[config.mk]
export PLATFORM = sky130hd
export DESIGN_NAME = ifu_fetch_queue
export DESIGN_NICKNAME = d
export VERILOG_FILES = /design/src/rtl/config_pkg.sv /design/src/rtl/ifu_fetch_queue_pkg.sv /design/src/rtl/ifu_fetch_queue.sv
export SDC_FILE = /design/constraint.sdc
export NUM_CORES = 1
export LEC_CHECK = 0
export CORE_ASPECT_RATIO = 0.75
export CORE_MARGIN = 1
export CORE_UTILIZATION = 35
export CTS_CLUSTER_DIAMETER = 30
export DETAILED_ROUTE_END_ITERATION = 8
export SLEW_MARGIN = 0
export SYNTH_ARGS = -nofsm -noshare
export SYNTH_HDL_FRONTEND = slang
export SYNTH_SLANG_ARGS = --single-unit
[constraint.sdc]
create_clock -name clk_i -period 30 [get_ports clk_i]
set_input_delay 6 -clock clk_i [delete_from_list [all_inputs] [get_ports clk_i]]
set_output_delay 6 -clock clk_i [all_outputs]
set_load 0.05 [all_outputs]
[src/rtl/config_pkg.sv]
// Core configuration: a user-facing config struct and the elaborated cfg_t
// that every front-end block sizes itself from.
package config_pkg;

    typedef struct packed {
        int unsigned VLEN;
        int unsigned ILEN;
        int unsigned INSTR_PER_FETCH;
        int unsigned IFU_FQ_DEPTH;
        logic        IFU_FETCHQ_BYPASS_EN;
    } user_cfg_t;

    typedef struct packed {
        int unsigned VLEN;
        int unsigned ILEN;
        int unsigned INSTR_PER_FETCH;
        int unsigned IFU_FQ_DEPTH;
        logic        IFU_FETCHQ_BYPASS_EN;
    } cfg_t;

    localparam user_cfg_t DEFAULT_USER_CFG = '{
        VLEN: 32,
        ILEN: 32,
        INSTR_PER_FETCH: 4,
        IFU_FQ_DEPTH: 8,
        IFU_FETCHQ_BYPASS_EN: 1'b1
    };

    // The fetch queue needs at least two entries to overlap enqueue and dequeue.
    function automatic cfg_t build_config(input user_cfg_t u);
        cfg_t c;
        c.VLEN                 = u.VLEN;
        c.ILEN                 = u.ILEN;
        c.INSTR_PER_FETCH      = u.INSTR_PER_FETCH;
        c.IFU_FQ_DEPTH         = (u.IFU_FQ_DEPTH < 2) ? 2 : u.IFU_FQ_DEPTH;
        c.IFU_FETCHQ_BYPASS_EN = u.IFU_FETCHQ_BYPASS_EN;
        return c;
    endfunction

    function automatic cfg_t with_fetch_queue(input cfg_t base, input int unsigned depth,
                                              input logic bypass_en);
        cfg_t c;
        c                      = base;
        c.IFU_FQ_DEPTH         = (depth < 2) ? 2 : depth;
        c.IFU_FETCHQ_BYPASS_EN = bypass_en;
        return c;
    endfunction

endpackage

[src/rtl/ifu_fetch_queue_pkg.sv]
// Shared IFU types: the fetch bundle as stored in the fetch queue and seen by decode.
package ifu_fetch_queue_pkg;
    import config_pkg::*;

    localparam cfg_t        IFU_CFG = build_config(DEFAULT_USER_CFG);
    localparam int unsigned FQ_VLEN = IFU_CFG.VLEN;
    localparam int unsigned FQ_ILEN = IFU_CFG.ILEN;
    localparam int unsigned FQ_N    = IFU_CFG.INSTR_PER_FETCH;

    // instr[0] occupies the least significant bits, matching the flat port layout.
    typedef struct packed {
        logic [FQ_VLEN-1:0]           pc;
        logic [FQ_N-1:0][FQ_ILEN-1:0] instr;
        logic [FQ_N-1:0]              mask;
        logic                         pred_taken;
        logic [FQ_VLEN-1:0]           pred_target;
    } fetch_entry_t;

    localparam int unsigned FETCH_ENTRY_W = $bits(fetch_entry_t);

endpackage

[src/rtl/ifu_fetch_queue.sv]
// Fetch bundle queue between the IFU and decode, with an optional
// empty-queue bypass that presents the incoming bundle in the same cycle.
module ifu_fetch_queue
    import config_pkg::*;
    import ifu_fetch_queue_pkg::*;
#(
    parameter cfg_t        Cfg       = build_config(DEFAULT_USER_CFG),
    parameter int unsigned DEPTH     = Cfg.IFU_FQ_DEPTH,
    parameter int unsigned N         = Cfg.INSTR_PER_FETCH,
    parameter logic        BYPASS_EN = Cfg.IFU_FETCHQ_BYPASS_EN,
    parameter int unsigned CNT_W     = $clog2(DEPTH + 1)
) (
    input  logic                    clk_i,
    input  logic                    rst_ni,
    input  logic                    flush_i,
    input  logic                    enq_valid_i,
    output logic                    enq_ready_o,
    input  logic [Cfg.VLEN-1:0]     enq_pc_i,
    input  logic [N*Cfg.ILEN-1:0]   enq_instr_i,
    input  logic [N-1:0]            enq_mask_i,
    input  logic                    enq_pred_taken_i,
    input  logic [Cfg.VLEN-1:0]     enq_pred_target_i,
    output logic                    deq_valid_o,
    input  logic                    deq_ready_i,
    output logic [Cfg.VLEN-1:0]     deq_pc_o,
    output logic [N*Cfg.ILEN-1:0]   deq_instr_o,
    output logic [N-1:0]            deq_mask_o,
    output logic                    deq_pred_taken_o,
    output logic [Cfg.VLEN-1:0]     deq_pred_target_o,
    output logic [CNT_W-1:0]        count_o
);

    localparam int unsigned PTR_W = $clog2(DEPTH);

    fetch_entry_t     r_mem [DEPTH];
    logic [PTR_W-1:0] r_head;
    logic [PTR_W-1:0] r_tail;
    logic [CNT_W-1:0] r_count;

    fetch_entry_t w_enq_entry;
    fetch_entry_t w_head_entry;
    logic         w_empty;
    logic         w_full;
    logic         w_deq_valid;
    logic         w_enq_fire;
    logic         w_deq_fire;
    logic         w_bypass_take;
    logic         w_write;
    logic         w_pop;

    always_comb begin
        w_enq_entry             = '0;
        w_enq_entry.pc          = enq_pc_i;
        w_enq_entry.instr       = enq_instr_i;
        w_enq_entry.mask        = enq_mask_i;
        w_enq_entry.pred_taken  = enq_pred_taken_i;
        w_enq_entry.pred_target = enq_pred_target_i;
    end

    assign w_empty     = (r_count == '0);
    assign w_full      = (r_count == CNT_W'(DEPTH));
    assign enq_ready_o = !w_full;
    assign count_o     = r_count;

    // An empty queue only shows a bundle when the bypass can forward the incoming one.
    always_comb begin
        w_deq_valid = 1'b0;
        if (rst_ni && !flush_i) begin
            if (!w_empty) begin
                w_deq_valid = 1'b1;
            end else if (BYPASS_EN) begin
                w_deq_valid = enq_valid_i;
            end
        end
    end

    assign w_head_entry = w_empty ? w_enq_entry : r_mem[r_head];

    assign deq_valid_o       = w_deq_valid;
    assign deq_pc_o          = w_deq_valid ? w_head_entry.pc          : '0;
    assign deq_instr_o       = w_deq_valid ? w_head_entry.instr       : '0;
    assign deq_mask_o        = w_deq_valid ? w_head_entry.mask        : '0;
    assign deq_pred_taken_o  = w_deq_valid ? w_head_entry.pred_taken  : 1'b0;
    assign deq_pred_target_o = w_deq_valid ? w_head_entry.pred_target : '0;

    // A bypass hand-off is a dequeue from an empty queue; it never touches storage.
    assign w_enq_fire    = enq_valid_i && !w_full && !flush_i;
    assign w_deq_fire    = w_deq_valid && deq_ready_i;
    assign w_bypass_take = w_empty && w_deq_fire;
    assign w_write       = w_enq_fire && !w_bypass_take;
    assign w_pop         = w_deq_fire && !w_empty;

    always_ff @(posedge clk_i) begin
        if (w_write) begin
            r_mem[r_tail] <= w_enq_entry;
        end
    end

    always_ff @(posedge clk_i or negedge rst_ni) begin
        if (!rst_ni) begin
            r_head  <= '0;
            r_tail  <= '0;
            r_count <= '0;
        end else if (flush_i) begin
            r_head  <= '0;
            r_tail  <= '0;
            r_count <= '0;
        end else begin
            if (w_write) begin
                r_tail <= (r_tail == PTR_W'(DEPTH - 1)) ? '0 : r_tail + 1'b1;
            end
            if (w_pop) begin
                r_head <= (r_head == PTR_W'(DEPTH - 1)) ? '0 : r_head + 1'b1;
            end
            r_count <= r_count + CNT_W'(w_write) - CNT_W'(w_pop);
        end
    end

endmodule

==> results of run 1 <==
layout by cell type, fill, tap and decap left out, drive strengths merged:
cell	n
nand3	2
diode	2
mux2i	789
or2	2
nand2b	5
nor2b	3
o22ai	394
bufinv	41
a21o	1
edfxtp	1576
o21a	1
nand2	6
clkdlybuf4s50	404
dfrtp	10
o2111ai	1
clkinvlp	22
or2b	1
nor2	208
o21ai	202
buf	64
clkbuf	341
or3b	2
nor3b	1
ha	10
clkinv	91
and3	1
a21oi	4
inv	32
xnor2	2
nor3	199
fa	1
state kept, by name, indices dropped and copies added, names as in the netlist:
name	count
r_tail	3
r_head	3
count_o	4
r_mem	1576
per-layer routing:
metal | global-route usage, % | share of wire (%) | vias up
met5 | 0 | 0.041 | -
met4 | 4.968 | 2.1 | 10
met3 | 3.577 | 5.9 | 264
met2 | 27.63 | 48 | 1088
met1 | 23.06 | 44 | 17678
li1 | - | - | 15782
cells by family (layout without fill, tap and decap cells):
| family | count (synthesis) | count (layout) | share of synthesized area (%) |
|---|---|---|---|
| flops | 1586 | 1586 | 76.21 |
| other cells | 0 | 2 | 0 |
| xor+xnor | 2 | 2 | 0.02807 |
| fa+ha+maj | 11 | 11 | 0.2325 |
| buf+inv | 249 | 995 | 2.143 |
| simple gates | 430 | 430 | 3.067 |
| compound gates | 603 | 603 | 5.666 |
| mux | 789 | 789 | 12.65 |
stage by stage:
step / setup WS [ns] / utilization (%) / area, µm² / total power [mW] / cells
4_1_cts: 14.43 / 44.62 / 78640 / 7.061 / 6778
3_3_place_gp: 14.51 / 39.01 / 68740 / 3.753 / 6258
3_5_place_dp: 14.40 / 39.01 / 68740 / 3.759 / 6258
5_1_grt: 14.13 / 44.63 / 78640 / 7.224 / 6780
6_report: 14.40 / 44.63 / 78640 / 6.994 / 6780
2_1_floorplan: 8.914 / - / 62420 / 3.379 / 3670
worst max-delay path, delay by kind of cell:
family / cells / cell delay, ns
buf+inv: 3 / 2.26
simple gates: 2 / 0.39
compound gates: 2 / 0.65
power by group:
| part | internal [mW] | switching [mW] | total, mW |
|---|---|---|---|
| registers | 2.52 | 0.0249 | 2.55 |
| logic | 0.371 | 0.790 | 1.16 |
| clock network | 2.21 | 1.08 | 3.28 |
worst min-delay path by stage:
stage                          start               endpoint  slack, ns
3_5_place_dp   r_tail[0]$_DFFE_PN0P_  r_tail[0]$_DFFE_PN0P_       0.57
2_1_floorplan  r_tail[0]$_DFFE_PN0P_  r_tail[0]$_DFFE_PN0P_       0.51
3_3_place_gp   r_tail[0]$_DFFE_PN0P_  r_tail[0]$_DFFE_PN0P_       0.54
5_1_grt        r_tail[0]$_DFFE_PN0P_  r_tail[0]$_DFFE_PN0P_       0.63
4_1_cts        r_tail[0]$_DFFE_PN0P_  r_tail[0]$_DFFE_PN0P_       0.57
6_report       r_tail[0]$_DFFE_PN0P_  r_tail[0]$_DFFE_PN0P_       0.58
cell type report:
class                      count  area [µm²]
sequential                  1586       47580
clock inverter               179        2112
antenna                        2       5.005
multi-input combinational   1835       13600
fill                       15196       97580
inverter                       7       26.28
clock buffer                 341        7787
tap                         2362        2955
timing repair buffer         468        4574
==> metrics.cfg, run 1 <==
[logic_synthesis]
yosysTopAreaCell = edfxtp_1
synthCells = 3670
synth-seq-cells = 1586
syn-num-nets = 3883
synth_cell_types = 34
synthArstFlopShare_pct = 0.6305
synth_top_area_share_pct = 75.81
synth.yosys.warnings = 0
syn_area_mm2 = 0.06242
ys.flop_type = edfxtp_1
ys_seq_area_share_pct = 76.21
synth_most_common_cell = edfxtp_1
synthTopCellsByCount = edfxtp_1 (1576), mux2i_1 (789), o22ai_1 (394), nor2_1 (208), nor3_1 (199)
syn_area_per_cell_um2 = 17.01
synth_area_leaders = edfxtp_1 (76%), mux2i_1 (13%), o22ai_1 (3.9%)
synth_edf_count = 1576

[status]
status = finished clean

[clock_tree]
clk_path_buf_depth = 4
hold_buffers = 0
clk_latency_ns = 0.88
cts_buffers = 301
cts_tree = done
clk_transition_reported_paths_ns = 0.05
post-cts-setup-buffers = 0
cts-root-buf = clkbuf_16
cts_sinks = 1586
post_cts_resized = 0
htreeDepth = 5

[worst_hold_path]
hp-class = reg -> reg
hold_path_depth = 2

[worst_setup_path]
critical_path.max_stage_delay_ns = 0.82
r2r-end = r_mem[3][29]$_DFFE_PP_
crit_path_top_delay_cell = clkdlybuf4s50_1
worstPathRequired_ns = 24.00
timing.critical_path.cells = clkdlybuf4s50_1 > nor2b_1 > o21a_4 > buf_4 > o21ai_0 > nor2_1 > clkdlybuf4s50_1
reg2reg_depth = 8
setup.worst_path.start_class = input pin
cp_common_cell = clkdlybuf4s50_1
end_kind = output pin
crit_end = deq_instr_o[79]
critPathKind = in -> out
rrSetupSlack_ns = 24.87
r2r-start = count_o[2]$_DFF_PN0_
critPathArrivalTime_ns = 9.60
cp_max_fo = 105
cp-startpoint = rst_ni

[route]
vias_per_cell = 5.136
firstDrtPassIters = 6
wire_per_inst_um = 23.17
antenna_left = 0
vias = 34822
wl_um = 157100
drt_iter0_drc = 2954
drc = 0

[die]
floorplan.die.height_um = 367.7
io_pins = 405
row_count = 133
start_util_pct = 35.42
die_area_mm2 = 0.1801
die_w_um = 489.7
core_area_mm2 = 0.1762

[grt]
antenna_found_initial = 8
grt-ovfl-total = 0
track_usage_pct = 17.07
grt_max_degree = 128
grt_pass1_vias = 34959
grt_pass1_wl_um = 228000

[finish]
area_delta_synth_final_pct = 25.98
drive_gt1_share_pct = 12.02
nets = 4412

[place]
portBuffers = 404
hpwl_um = 79720
routabilityCongestion = 0.7117

[sta]
min_period_ns = 15.60
tightest_slew_ns = 1.135
setup_viol = 0
fin_tns_setup_ns = 0
holdWs_ns = 0.5790
fmax_mhz = 64.10
slew_viol_final = 0
hold_viol = 0
fin_crit_sh_pct = 52.00
slew_headroom_pct = 24.18
rsz0062_at_grt = no
skew_ns = 0.04769

[run]
maxCapViolCount = 0

[pwr]
power.leakage_nw = 24.48
ir_worst_vdd_v = 0.00005594
p_per_area_mw_per_mm2 = 88.93

Power figures use the tool's default switching activity.
==> run 2, diff against run 1 <==
==> constraint.sdc (replaced) <==
create_clock -name clk_i -period 14.7 [get_ports clk_i]
set_input_delay 2.94 -clock clk_i [delete_from_list [all_inputs] [get_ports clk_i]]
set_output_delay 2.94 -clock clk_i [all_outputs]
set_load 0.05 [all_outputs]
==> metrics.cfg, run 2 (synthesis gave the netlist of run 1 again) <==
[finish]
nets = 4415  ; +0.068%
multiInputGateArea_mm2 = 0.01362  ; about the same
final_common_cell = edfxtp_1
top_register = r_mem
area_delta_synth_final_pct = 26.69
drive_gt1_share_pct = 12.67  ; +0.65 points
final_util_pct = 44.88  ; +0.25 points
seqCellArea_mm2 = 0.04758  ; unchanged
final_cell_mix = edfxtp_1 (1576), mux2i_1 (789), clkdlybuf4s50_1 (404)
largest_reg_flops = 1576  ; unchanged
fillers = 15226  ; +0.20%

[worst_setup_path]
cp_max_fo = 127  ; +21%
crit_end = deq_instr_o[125]
r2r-start = count_o[2]$_DFF_PN0_
cp-startpoint = rst_ni
worstPathRequired_ns = 11.76  ; -12.24 ns
setup.worst_path.start_class = input pin
r2r-end = r_mem[4][132]$_DFFE_PP_
critPathArrivalTime_ns = 6.69  ; -2.91 ns
rrSetupSlack_ns = 9.83  ; -15.04 ns
reg2reg_depth = 8  ; unchanged
critPathKind = in -> out
end_kind = output pin

[route]
drc = 0  ; unchanged
wire_per_inst_um = 22.95  ; -0.97%
vias = 34912  ; +0.26%
vias_per_cell = 5.133  ; about the same
wl_um = 156100  ; -0.65%
firstDrtPassIters = 5  ; -1
antenna_left = 0  ; unchanged
drt_iter0_drc = 2620  ; -11%

[grt]
grt_pass1_wl_um = 228300  ; +0.14%
track_usage_pct = 16.96  ; -0.11 points
grt_pass1_vias = 35725  ; +2.2%
grt_max_degree = 184  ; +44%
grt-ovfl-total = 0  ; unchanged
antenna_found_initial = 9  ; +1

[pwr]
ir_worst_vdd_v = 0.0001897  ; +240%
power.leakage_nw = 24.61  ; +0.54%
p_per_area_mw_per_mm2 = 182.8  ; +110%

[worst_hold_path]
hp-class = reg -> reg
hold_path.startpoint = r_tail[0]$_DFFE_PN0P_
hold_path_depth = 2  ; unchanged

[die]
row_count = 133  ; unchanged
core_area_mm2 = 0.1762  ; unchanged
io_pins = 405  ; unchanged
start_util_pct = 35.42  ; unchanged
die_w_um = 489.7  ; unchanged
floorplan.die.height_um = 367.7  ; unchanged
die_area_mm2 = 0.1801  ; unchanged

[clock_tree]
cts_tree = done
clk_transition_reported_paths_ns = 0.04  ; about the same
cts-root-buf = clkbuf_16
cts_sinks = 1586  ; unchanged
post_cts_resized = 0  ; unchanged
htreeDepth = 5  ; unchanged
clk_latency_ns = 0.89  ; about the same
post-cts-setup-buffers = 0  ; unchanged
clk_path_buf_depth = 4  ; unchanged
cts_buffers = 310  ; +3.0%
hold_buffers = 0  ; unchanged

[run]
maxCapViolCount = 0  ; unchanged

[sta]
min_period_ns = 9.629
fin_tns_setup_ns = 0  ; unchanged
slew_headroom_pct = 23.77  ; -0.42 points
tightest_slew_ns = 1.144  ; +0.008954 ns
skew_ns = 0.06202  ; +0.01433 ns
fmax_mhz = 103.9
slew_viol_final = 0  ; unchanged
hold_viol = 0  ; unchanged
setup_viol = 0  ; unchanged
rsz0062_at_grt = no
fin_crit_sh_pct = 65.50

[status]
status = finished clean

[place]
hpwl_um = 77370  ; -2.9%
routabilityCongestion = 0.7068  ; -0.69%
portBuffers = 404  ; unchanged

## run 2: area by class of cell
class,instances,area share (%)
Sequential cell,1586,60.16
Multi-Input combinational cell,1835,17.22
Clock buffer,342,10.07
Timing Repair Buffer,462,5.838
Tap cell,2362,3.737
Clock inverter,202,2.928
Inverter,7,0.03322
Antenna cell,6,0.01898
## run 2: metal layers
layer  vias to the layer above  routed length [µm]  global-route usage, %
li1                      15839                   -                      -
met1                     17701               68090                  22.48
met2                      1088               74870                  27.35
met3                       280                9218                  3.717
met4                         4                3879                  5.975
met5                         -                  26                      0
## run 2: through the flow
step	worst slack [ns]	hold WS, ns	power [mW]	area, µm²	instances
4_1_cts	5.102	0.5625	14.60	79070	6796
6_report	5.071	0.5549	14.46	79090	6802
5_1_grt	4.861	0.5952	14.94	79090	6801
3_3_place_gp	5.257	0.5436	7.642	68790	6252
2_1_floorplan	1.973	0.5123	6.867	62430	3670
3_5_place_dp	5.105	0.5522	7.657	68790	6252
## run 2: how the worst min path moves through the flow
stage                             to  slack, ns
2_1_floorplan  r_tail[0]$_DFFE_PN0P_       0.51
3_3_place_gp   r_tail[0]$_DFFE_PN0P_       0.54
3_5_place_dp   r_tail[0]$_DFFE_PN0P_       0.55
4_1_cts        r_tail[0]$_DFFE_PN0P_       0.56
5_1_grt        r_tail[0]$_DFFE_PN0P_       0.60
6_report       r_tail[0]$_DFFE_PN0P_       0.55
## run 2: power breakdown
part	leakage, nW	switching, mW	internal (mW)
registers	14.4	0.0456	5.15
logic	5.33	1.60	0.763
clock network	4.93	2.29	4.61
## run 2: worst max-delay path, stage by stage
cell,delay (ns)
clkdlybuf4s50_1,0.79
nor2b_1,0.26
o21a_4,0.81
buf_12,0.33
o21ai_0,0.19
nor2_1,0.17
clkdlybuf4s50_1,0.82
